$ cat config.mk
export PLATFORM = sky130hd
export DESIGN_NAME = mul4_seq
export DESIGN_NICKNAME = d
export VERILOG_FILES = /design/src/rtl/mul4_pkg.sv /design/src/rtl/mul4_seq_cpa.sv /design/src/rtl/mul4_seq.sv
export SDC_FILE = /design/constraint.sdc
export NUM_CORES = 1
export LEC_CHECK = 0
export ABC_AREA = 1
export CORE_ASPECT_RATIO = 1.5
export CORE_UTILIZATION = 53
export DETAILED_ROUTE_END_ITERATION = 6
export PLACE_DENSITY = 0.82
export SLEW_MARGIN = 20
export SYNTH_ARGS = -nofsm -noshare
export SYNTH_HDL_FRONTEND = slang
export SYNTH_SLANG_ARGS = --single-unit
$ cat constraint.sdc
create_clock -name clk -period 2.65 [get_ports clk]
set_input_delay 0.3975 -clock clk [delete_from_list [all_inputs] [get_ports clk]]
set_output_delay 0.3975 -clock clk [all_outputs]
set_load 0.005 [all_outputs]
$ cat src/rtl/mul4_pkg.sv
// mul4_pkg -- shared definitions for the sequential 4x4 unsigned multiplier.
//   W       : operand width
//   NSTEPS  : number of shift-add steps per multiply
//   STEP_W  : width of the step counter
//   state_t : FSM state encoding (IDLE, RUN, DONE)
package mul4_pkg;

  localparam int W      = 4;
  localparam int NSTEPS = 4;
  localparam int STEP_W = $clog2(NSTEPS);

  typedef enum logic [1:0] {
    IDLE = 2'd0,
    RUN  = 2'd1,
    DONE = 2'd2
  } state_t;

endpackage

$ cat src/rtl/mul4_seq_cpa.sv
// CPA -- W-bit carry-propagate adder.
//   a, b  : addends
//   c_in  : carry in
//   sum   : W-bit sum
//   c_out : carry out
module CPA
  import mul4_pkg::*;
(
  input  logic [W-1:0] a,
  input  logic [W-1:0] b,
  input  logic         c_in,
  output logic [W-1:0] sum,
  output logic         c_out
);

  assign {c_out, sum} = {1'b0, a} + {1'b0, b} + {{W{1'b0}}, c_in};

endmodule

$ cat src/rtl/mul4_seq.sv
// mul4_seq -- sequential 4x4 unsigned shift-add multiplier.
// One shift-add step per clock; product valid 4 edges after acceptance.
//   clk   : clock, rising edge active
//   reset : asynchronous, active-high; clears FSM and datapath
//   start : multiply request, only sampled in IDLE
//   a, b  : unsigned operands, captured on the accepting edge
//   busy  : high in RUN and DONE
//   done  : one-cycle pulse, p newly valid
//   p     : registered product, held until the next completion
module mul4_seq
  import mul4_pkg::*;
(
  input  logic         clk,
  input  logic         reset,
  input  logic         start,
  input  logic [W-1:0] a,
  input  logic [W-1:0] b,
  output logic         busy,
  output logic         done,
  output logic [2*W-1:0] p
);

  state_t              state;
  state_t              state_nxt;
  logic [W-1:0]        m;
  logic [W-1:0]        q;
  logic [W-1:0]        acc;
  logic [W-1:0]        addend;
  logic [W-1:0]        sum;
  logic                c;
  logic [STEP_W-1:0]   step;
  logic                last_step;

  assign last_step = (step == STEP_W'(NSTEPS - 1));
  assign addend    = q[0] ? m : '0;

  CPA u_cpa (
    .a     (acc),
    .b     (addend),
    .c_in  (1'b0),
    .sum   (sum),
    .c_out (c)
  );

  always_ff @(posedge clk or posedge reset) begin
    if (reset) state <= IDLE;
    else       state <= state_nxt;
  end

  always_comb begin
    state_nxt = state;
    case (state)
      IDLE:    if (start) state_nxt = RUN;
      RUN:     if (last_step) state_nxt = DONE;
      DONE:    state_nxt = IDLE;
      default: state_nxt = IDLE;
    endcase
  end

  always_ff @(posedge clk or posedge reset) begin
    if (reset) begin
      m    <= '0;
      q    <= '0;
      acc  <= '0;
      step <= '0;
      p    <= '0;
    end else begin
      case (state)
        IDLE: begin
          if (start) begin
            m    <= a;
            q    <= b;
            acc  <= '0;
            step <= '0;
          end
        end
        RUN: begin
          // Shift {c,sum,q} right by one: carry is kept in the accumulator MSB,
          // sum LSB moves into the multiplier register as a product bit.
          acc  <= {c, sum[W-1:1]};
          q    <= {sum[0], q[W-1:1]};
          step <= step + STEP_W'(1);
          if (last_step) p <= {c, sum, q[W-1:1]};
        end
        default: ;
      endcase
    end
  end

  assign busy = (state != IDLE);
  assign done = (state == DONE);

endmodule

# After elaboration in Yosys (flattened, before gate mapping)
# Cells that the tools add are included.
[totals]
reg_bits = 24
input_bits = 11
output_inout_bits = 10
elab_cells = 30
[classes]
n_mux = 10
n_addsub = 2
reduce_logical = 7
n_eq_ne = 5
[op_table]
columns = ["op", "n"]
rows = [
  ["$pmux 4 s2", 2],
  ["$mux 4", 3],
  ["$pmux 2 s2", 2],
  ["$reduce_and 2->1", 4],
  ["$mux 2", 3],
  ["$add 4x4->5", 1],
  ["$eq 2x2->1 const B", 2],
  ["$ne 2x2->1 const B", 2],
  ["$reduce_bool 2->1", 2],
  ["$add 2x1->2 const B", 1],
  ["$eq 2x1->1 const B", 1],
  ["$logic_not 2->1", 1],
]

# Longest topological paths before layout
# Gate-level depths: netlist of the first run.
[logic_depth]
ltp_word = 3
depth_mapped = 8
mapped_depth_nobuf = 8

# By module
# A second synthesis of the first run with hierarchy kept.
[hier_totals]
hier_cells = 149
hier_area_um2 = 1222.4
[modules_own_cells]
columns = ["mod", "area_per_inst_um2", "seq_area_each_um2", "n_inst", "cells_per_inst"]
rows = [
  ["mul4_seq", 1057.3, 600.6, 1, 124],
  ["CPA", 165.2, 0.0, 1, 25],
]

# Worst setup path after synthesis of the first run
# OpenSTA, ideal clock, no wires.
[synth_timing]
path_kind = "register to register"
start = "register q[0]"
end = "register acc[1]"
n_path_buf = 0
required_ns = 2.524
t_arrival_ns = 1.324
period_less_slack_ns = 1.450
path_slack_ns = 1.200
setup_ns = 0.126
stages_incl_launch_ff = 7
path_cell_list = "dfrtp_1 > nand2_1 > inv_1 > ha_1 > fa_1 > xnor2_1 > o21ai_0"
[synth_via]
elab_chain_len = 3
[synth_rtl]
columns = ["element", "line_no", "rtl"]
rows = [
  ["start, declared", "mul4_seq.sv:26", "logic [W-1:0] q;"],
  ["start signal, assigned", "mul4_seq.sv:81", "q <= {sum[0], q[W-1:1]};"],
  ["$mux 4", "mul4_seq.sv:35", "assign addend = q[0] ? m : '0;"],
  ["$add 4x4->5", "mul4_seq_cpa.sv:16", "assign {c_out, sum} = {1'b0, a} + {1'b0, b} + {{W{1'b0}}, c_in};"],
  ["$pmux 4 s2", "mul4_seq.sv:68", "case (state)"],
  ["end signal, assigned", "mul4_seq.sv:80", "acc <= {c, sum[W-1:1]};"],
  ["end, declared", "mul4_seq.sv:27", "logic [W-1:0] acc;"],
]
# No other way between the ends.
# A chain may end at the register's enable or synchronous reset.

# Worst setup path in the final report of the first run
[layout_timing]
start = "register state[0]"
end = "output port busy"
[layout_via]
elab_chain_len = 1
[layout_rtl]
columns = ["element", "line_no", "rtl"]
rows = [
  ["start, declared", "mul4_seq.sv:23", "state_t state;"],
  ["start signal, assigned", "mul4_seq.sv:47", "else state <= state_nxt;"],
  ["$reduce_bool 2->1", "mul4_seq.sv:90", "assign busy = (state != IDLE);"],
  ["end, declared", "mul4_seq.sv:18", "output logic busy,"],
]
# No other way between the ends.

==> results by group, run 1 <==
Cells and area
  – Synth-to-layout area growth: 20.4%
  – Final #Nets: about 170
  – Share of layout cells above drive strength 1: 0.0903
  – Antenna Cells: 0
  – # fillers: about 170
  – Multi-input logic area: ~470 sq um
  – Storage element area: roughly 600 sq um

Clock tree
  – CTS tree: yes
  – H-tree lvl count: 1
  – Post-CTS Hold Buffers: 0
  – Num CTS Buffers: 3
  – Post-CTS Setup Repair Bufs: 0
  – Clock transition at the registers of the reported paths: roughly 0.12 ns
  – Worst-Skew Late Latency: roughly 0.31 ns
  – Clock Path Buffers: 2
  – Clk root buf: clkbuf_4
  – Clock sinks: 24
  – CTS resizes: 0

STA
  – Final Hold Viols: 0
  – Max-slew violations: 0
  – RSZ-0062 raised after global routing: no
  – Relative slew slack: 0.413
  – F_max: 0.537 GHz
  – Fin crit share: 0.703
  – Final Setup Violations: 0
  – Worst-Margin Slew: slightly below 0.9 ns
  – Final worst path period need: 1.86 ns
  – Setup TNS: 0 ns
  – Skew final: 0.00123 ns

Floorplan
  – Die area: approximately 2400 sq um
  – Top-Level Pins: 21
  – FP Rows: 20
  – Die Wd: approximately 40 microns
  – Die Y: around 60 microns
  – Core area: 2050 sq um
  – Starting Density: 0.576

Detailed routing
  – Post-Route WL: about 2.2 mm
  – Via count: ~940
  – Residual DRC: 0
  – Pre-antenna DRT Iters: 4
  – Per-cell routed wire length: about 13 microns
  – Initial DRC count: 17
  – Routed Antenna Nets: 0
  – Vias per cell: approximately 5.3

Global routing
  – Total GRT Usage: 0.218
  – First-pass GRT wire length: ~3.6 mm
  – Initial antenna violation count: 0
  – Total grt overflow: 0
  – Largest net degree at the start of global routing: 25
  – Vias in the first global route: 913

Worst setup path
  – CP Max Fanout: 4
  – CP arrival: 1.47 ns
  – Kind of critical path: reg2out
  – Worst endpoint required time: about 2.3 ns
  – Crit end category: primary output
  – Worst setup SP type: flop

Pwr
  – Static Leakage: 0.753 nW
  – Overall Power: 0.00145 W
  – Pwr dens: between 1000 and 1500 nW/um^2
  – VDD IR-drop max: ~0.63 mV

Logic synthesis
  – Post-synth cell types: 18
  – Synth Warn #: 0
  – Net Count, Synth: 150
  – Sequential share of the synthesized area: 0.508
  – Synth Cell Area: between 1000 and 1500 sq um
  – Synthesized area per cell: 8.88 sq um
  – Yosys reg bits: 24
  – Mapped Cells: ~130

Placement
  – PortBufs: 20
  – Detailed Place HPWL: 1.74 mm
  – Gpl congestion: 0.723

Outcome
  – Status: finished, final reports clean

Flow run
  – Max-cap violations: 0

Worst hold path
  – Worst min-delay path class: reg2reg
[sequential cells by signal (all words and copies together), names as in the netlist]
name,flops
step,2
p,8
acc,4
m,4
q,4
state,2
[cell type report]
| type | count | share of cell area |
|---|---|---|
| flip-flops and latches | 24 | 0.422 |
| multi-input cells | 85 | 0.332 |
| clock buffers | 4 | 0.0255 |
| well taps | 22 | 0.0193 |
| inverters | 22 | 0.0598 |
| repair buffers | 20 | 0.141 |
[metrics by stage]
step                hold WS, ns  std cells   util  cell area [sq um]  worst slack [ns]
floorplan                 0.412        133      -               1180              1.20
global placement          0.463        173  0.676               1390              1.07
detailed placement        0.467        173  0.676               1390              1.03
CTS                       0.497        177  0.693               1420             0.784
global route              0.533        177  0.693               1420             0.723
finish                    0.494        177  0.693               1420             0.787
[critical path: stages, from the launching register on]
cell,delay [ns]
dfrtp_1,0.50
inv_1,0.09
nand2_1,0.07
clkdlybuf4s50_1,0.50
[where the power goes]
group | switching, W | internal [W] | total, W | leakage [nW]
Clock | 0.000107 | 0.0000840 | 0.000191 | 0.0210
Combinational | 0.000371 | 0.000285 | 0.000657 | 0.424
Sequential | 0.0000916 | 0.000510 | 0.000601 | 0.308
Total | 0.000570 | 0.000879 | 0.00145 | 0.753
[cells by family (layout without fill, tap and decap cells)]
kind of cell / Yosys count / in the layout / synth area share
adders and majority gates: 6 / 6 / 0.0699
and+or+nand+nor: 53 / 53 / 0.189
AOI/OAI and AO/OA: 25 / 25 / 0.135
xor gates and xnor gates: 1 / 1 / 0.00742
buffers and inverters: 24 / 46 / 0.0911
DFF: 24 / 24 / 0.508
[routing by layer]
metal | vias up | routed length [microns] | global-route usage
li1 | 462 | - | -
met1 | 455 | 894 | 0.233
met2 | 18 | 1240 | 0.390
met3 | 7 | 49 | 0.0260
met4 | 0 | 55 | 0.110
met5 | - | 0 | 0
[worst paths after layout]
check	startpoint	endpoint	slack, ns	cells past startpoint
max in group asynchronous	reset	m[1]$_DFFE_PP0P_	1.56	2
max reg2reg	q[0]$_DFFE_PP0P_	acc[1]$_DFFE_PP0P_	1.00	6
min	p[1]$_DFFE_PP0P_	p[1]$_DFFE_PP0P_	0.49	2
max	state[0]$_DFFE_PP0P_	busy	0.79	3
min reg2reg	p[1]$_DFFE_PP0P_	p[1]$_DFFE_PP0P_	0.49	2
min in group asynchronous	reset	p[5]$_DFFE_PP0P_	0.55	2
[cells in the mapped netlist]
| cell type | instances | share of area |
|---|---|---|
| o21ai_1 | 5 | 0.021 |
| nand2_1 | 42 | 0.13 |
| nor2_1 | 2 | 0.0064 |
| o21ai_4 | 1 | 0.014 |
| o21ai_2 | 5 | 0.037 |
| nand3_1 | 7 | 0.030 |
| xnor2_1 | 1 | 0.0074 |
| inv_2 | 1 | 0.0032 |
| ha_1 | 5 | 0.053 |
| fa_1 | 1 | 0.017 |
| a21oi_1 | 2 | 0.0085 |
| inv_4 | 1 | 0.0053 |
| o21ai_0 | 11 | 0.047 |
| dfrtp_1 | 24 | 0.51 |
| buf_6 | 2 | 0.019 |
| inv_1 | 20 | 0.064 |
| nand2_4 | 2 | 0.019 |
| a22o_1 | 1 | 0.0074 |
[layout by cell type, fill, tap and decap left out, drive strengths merged]
cell type | Yosys | routed
dfrtp | 24 | 24
xnor2 | 1 | 1
o21ai | 22 | 22
nand2 | 44 | 44
fa | 1 | 1
nand3 | 7 | 7
inv | 22 | 22
a22o | 1 | 1
clkbuf | 0 | 4
nor2 | 2 | 2
a21oi | 2 | 2
clkdlybuf4s50 | 0 | 20
ha | 5 | 5
Power figures use the tool's default switching activity.
==> run 2, diff against run 1 <==
--- a/config.mk
+++ b/config.mk
@@ -7,9 +7,9 @@
 export LEC_CHECK = 0
 export ABC_AREA = 1
 export CORE_ASPECT_RATIO = 1.5
-export CORE_UTILIZATION = 53
+export CORE_UTILIZATION = 46
 export DETAILED_ROUTE_END_ITERATION = 6
-export PLACE_DENSITY = 0.82
+export PLACE_DENSITY = 0.76
 export SLEW_MARGIN = 20
 export SYNTH_ARGS = -nofsm -noshare
 export SYNTH_HDL_FRONTEND = slang
==> constraint.sdc (replaced) <==
create_clock -name clk -period 1.6 [get_ports clk]
set_input_delay 0.24 -clock clk [delete_from_list [all_inputs] [get_ports clk]]
set_output_delay 0.24 -clock clk [all_outputs]
set_load 0.005 [all_outputs]
==> results by group, run 2 (synthesized netlist as in run 1, its figures left out) <==
Worst setup path
  – Worst path cell trace: nand2_1, inv_2, ha_4, fa_2, inv_1, o21ai_2
  – Crit path from: q[0]$_DFFE_PP0P_
  – CP arrival: between 1.5 and 2 ns
  – R2r worst-path depth: 6
  – Crit end category: flop
  – Reg2reg start: q[0]$_DFFE_PP0P_
  – Kind of critical path: reg2reg
  – RR Endpoint: p[4]$_DFFE_PP0P_
  – Critical path's top delay family: adder cells
  – CP Max Fanout: 5
  – Worst endpoint required time: about 1.9 ns
  – FF-to-FF setup slack: between 0.03 and 0.04 ns
  – Worst Path Buf+Inv: 2
  – Worst path slowest cell: fa_2
  – Worst setup SP type: flop
  – Slowest stage delay, CP: roughly 0.55 ns

Cells and area
  – Max reg flops: 8
  – Synth-to-layout area growth: 28.5%
  – Final #Nets: approximately 180
  – Design Area, Final: approximately 1500 sq um
  – Commonest non-fill, non-tap cell in the layout: nand2_1
  – Biggest register: p
  – Share of layout cells above drive strength 1: 0.190
  – Non-Filler Instances: between 150 and 200
  – Util after Layout: 0.620
  – Most frequent cells in the layout: nand2_1 (41), dfrtp_1 (23), inv_1 (18), clkdlybuf4s50_1 (18), o21ai_0 (9)
  – Antenna Cells: 0

Outcome
  – Status: finished, violations left
  – Failing checks: design-rule violations

Clock tree
  – Clock sinks: 24
  – Clock Path Buffers: 2
  – Clk root buf: clkbuf_4
  – Worst-Skew Late Latency: ~0.32 ns
  – Num CTS Buffers: 3
  – Clock transition at the registers of the reported paths: approximately 0.13 ns
  – H-tree lvl count: 1
  – CTS tree: yes

Placement
  – Setup WS pre-CTS: around 0.026 ns
  – Gpl congestion: just under 0.9
  – Placed insts: 178
  – DP Area: ~1400 sq um
  – Detailed Place HPWL: 1.88 mm
  – PortBufs: 20

Pwr
  – Static Leakage: approximately 0.8 nW
  – Pwr dens: between 1500 and 2000 nW/um^2
  – VDD IR-drop max: 1.04 mV

STA
  – F_max: 0.640 GHz
  – Final setup margin: ~0.039 ns
  – Fin crit share: 0.976
  – Worst-Margin Slew: between 0.3 and 0.4 ns
  – Setup TNS: 0 ns
  – Skew final: around 0.0081 ns
  – Final worst path period need: ~1.6 ns
  – Relative slew slack: 0.787
  – Final Hold Viols: 0
  – Final Setup Violations: 0
  – Max-slew violations: 0

Detailed routing
  – Pre-antenna DRT Iters: 7
  – Wl on met1: approximately 1.0 mm
  – Per-cell routed wire length: between 10 and 15 microns
  – Initial DRC count: 17
  – Residual DRC: 2
  – Routed Antenna Nets: 0
  – Met2 Wirelength: approximately 1.4 mm
  – Post-Route WL: around 2.6 mm
  – Via count: 994
  – Vias per cell: roughly 5.3
  – Routed met3 length: around 83 microns
  – Highest metal used: met4

Flow run
  – Max-cap violations: 0

Global routing
  – Vias in the first global route: a little over 1000
  – First-pass GRT wire length: between 4 and 5 mm
  – Largest net degree at the start of global routing: 16
  – Total grt overflow: 0
  – Total GRT Usage: 0.204
  – Initial antenna violation count: 0

Floorplan
  – Die Wd: around 43 microns
  – Die area: 2780 sq um
  – FP Rows: 22
  – Die Y: roughly 64 microns
  – Top-Level Pins: 21
  – Starting Density: 0.482
  – Core area: about 2400 sq um

Worst hold path
  – Worst min-delay path class: in2async
[run 2: cell type report]
class	instances	area [sq um]
repair buffers	28	258
clock buffers	4	36.3
inverters	22	85.1
multi-input cells	85	507
well taps	24	30.0
flip-flops and latches	24	602
fillers	195	932
[run 2: power by group]
group          switching [W]  internal, W
clock network       0.000178     0.000139
logic               0.000717     0.000570
registers           0.000143     0.000847
[run 2: metrics by stage]
stage	total power [W]	hold WS (ns)
after floorplan	0.00175	0.255
after global placement	0.00207	0.463
after detailed placement	0.00214	0.465
after CTS	0.00255	0.144
after global routing	0.00280	0.192
final	0.00259	0.153
[run 2: worst reg2reg max path: stages, from the launching register on]
cell     delay [ns]
dfrtp_1        0.44
nand2_1        0.09
inv_2          0.05
ha_4           0.16
fa_2           0.55
inv_1          0.08
o21ai_2        0.13
[run 2: worst max-delay path by stage]
stage / endpoint / slack (ns) / depth (start not counted)
finish: p[4]$_DFFE_PP0P_ / 0.04 / 6
global route: p[4]$_DFFE_PP0P_ / -0.02 / 6
CTS: acc[0]$_DFFE_PP0P_ / 0.03 / 6
detailed placement: acc[1]$_DFFE_PP0P_ / 0.03 / 6
global placement: acc[1]$_DFFE_PP0P_ / 0.10 / 6
floorplan: acc[1]$_DFFE_PP0P_ / 0.15 / 6
[run 2: layer usage]
layer | global-route usage | vias up
li1 | - | 476
met1 | 0.223 | 484
met2 | 0.347 | 25
met3 | 0.0282 | 9
met4 | 0.152 | 0
met5 | 0 | -
[run 2: timing repair]
action | CTS | global route
setup endpoints to repair | 3 | 6
hold buffers | 0 | 0
setup buffers | 3 | 2
gates resized for setup | 7 | 7
pin swaps | 0 | 4
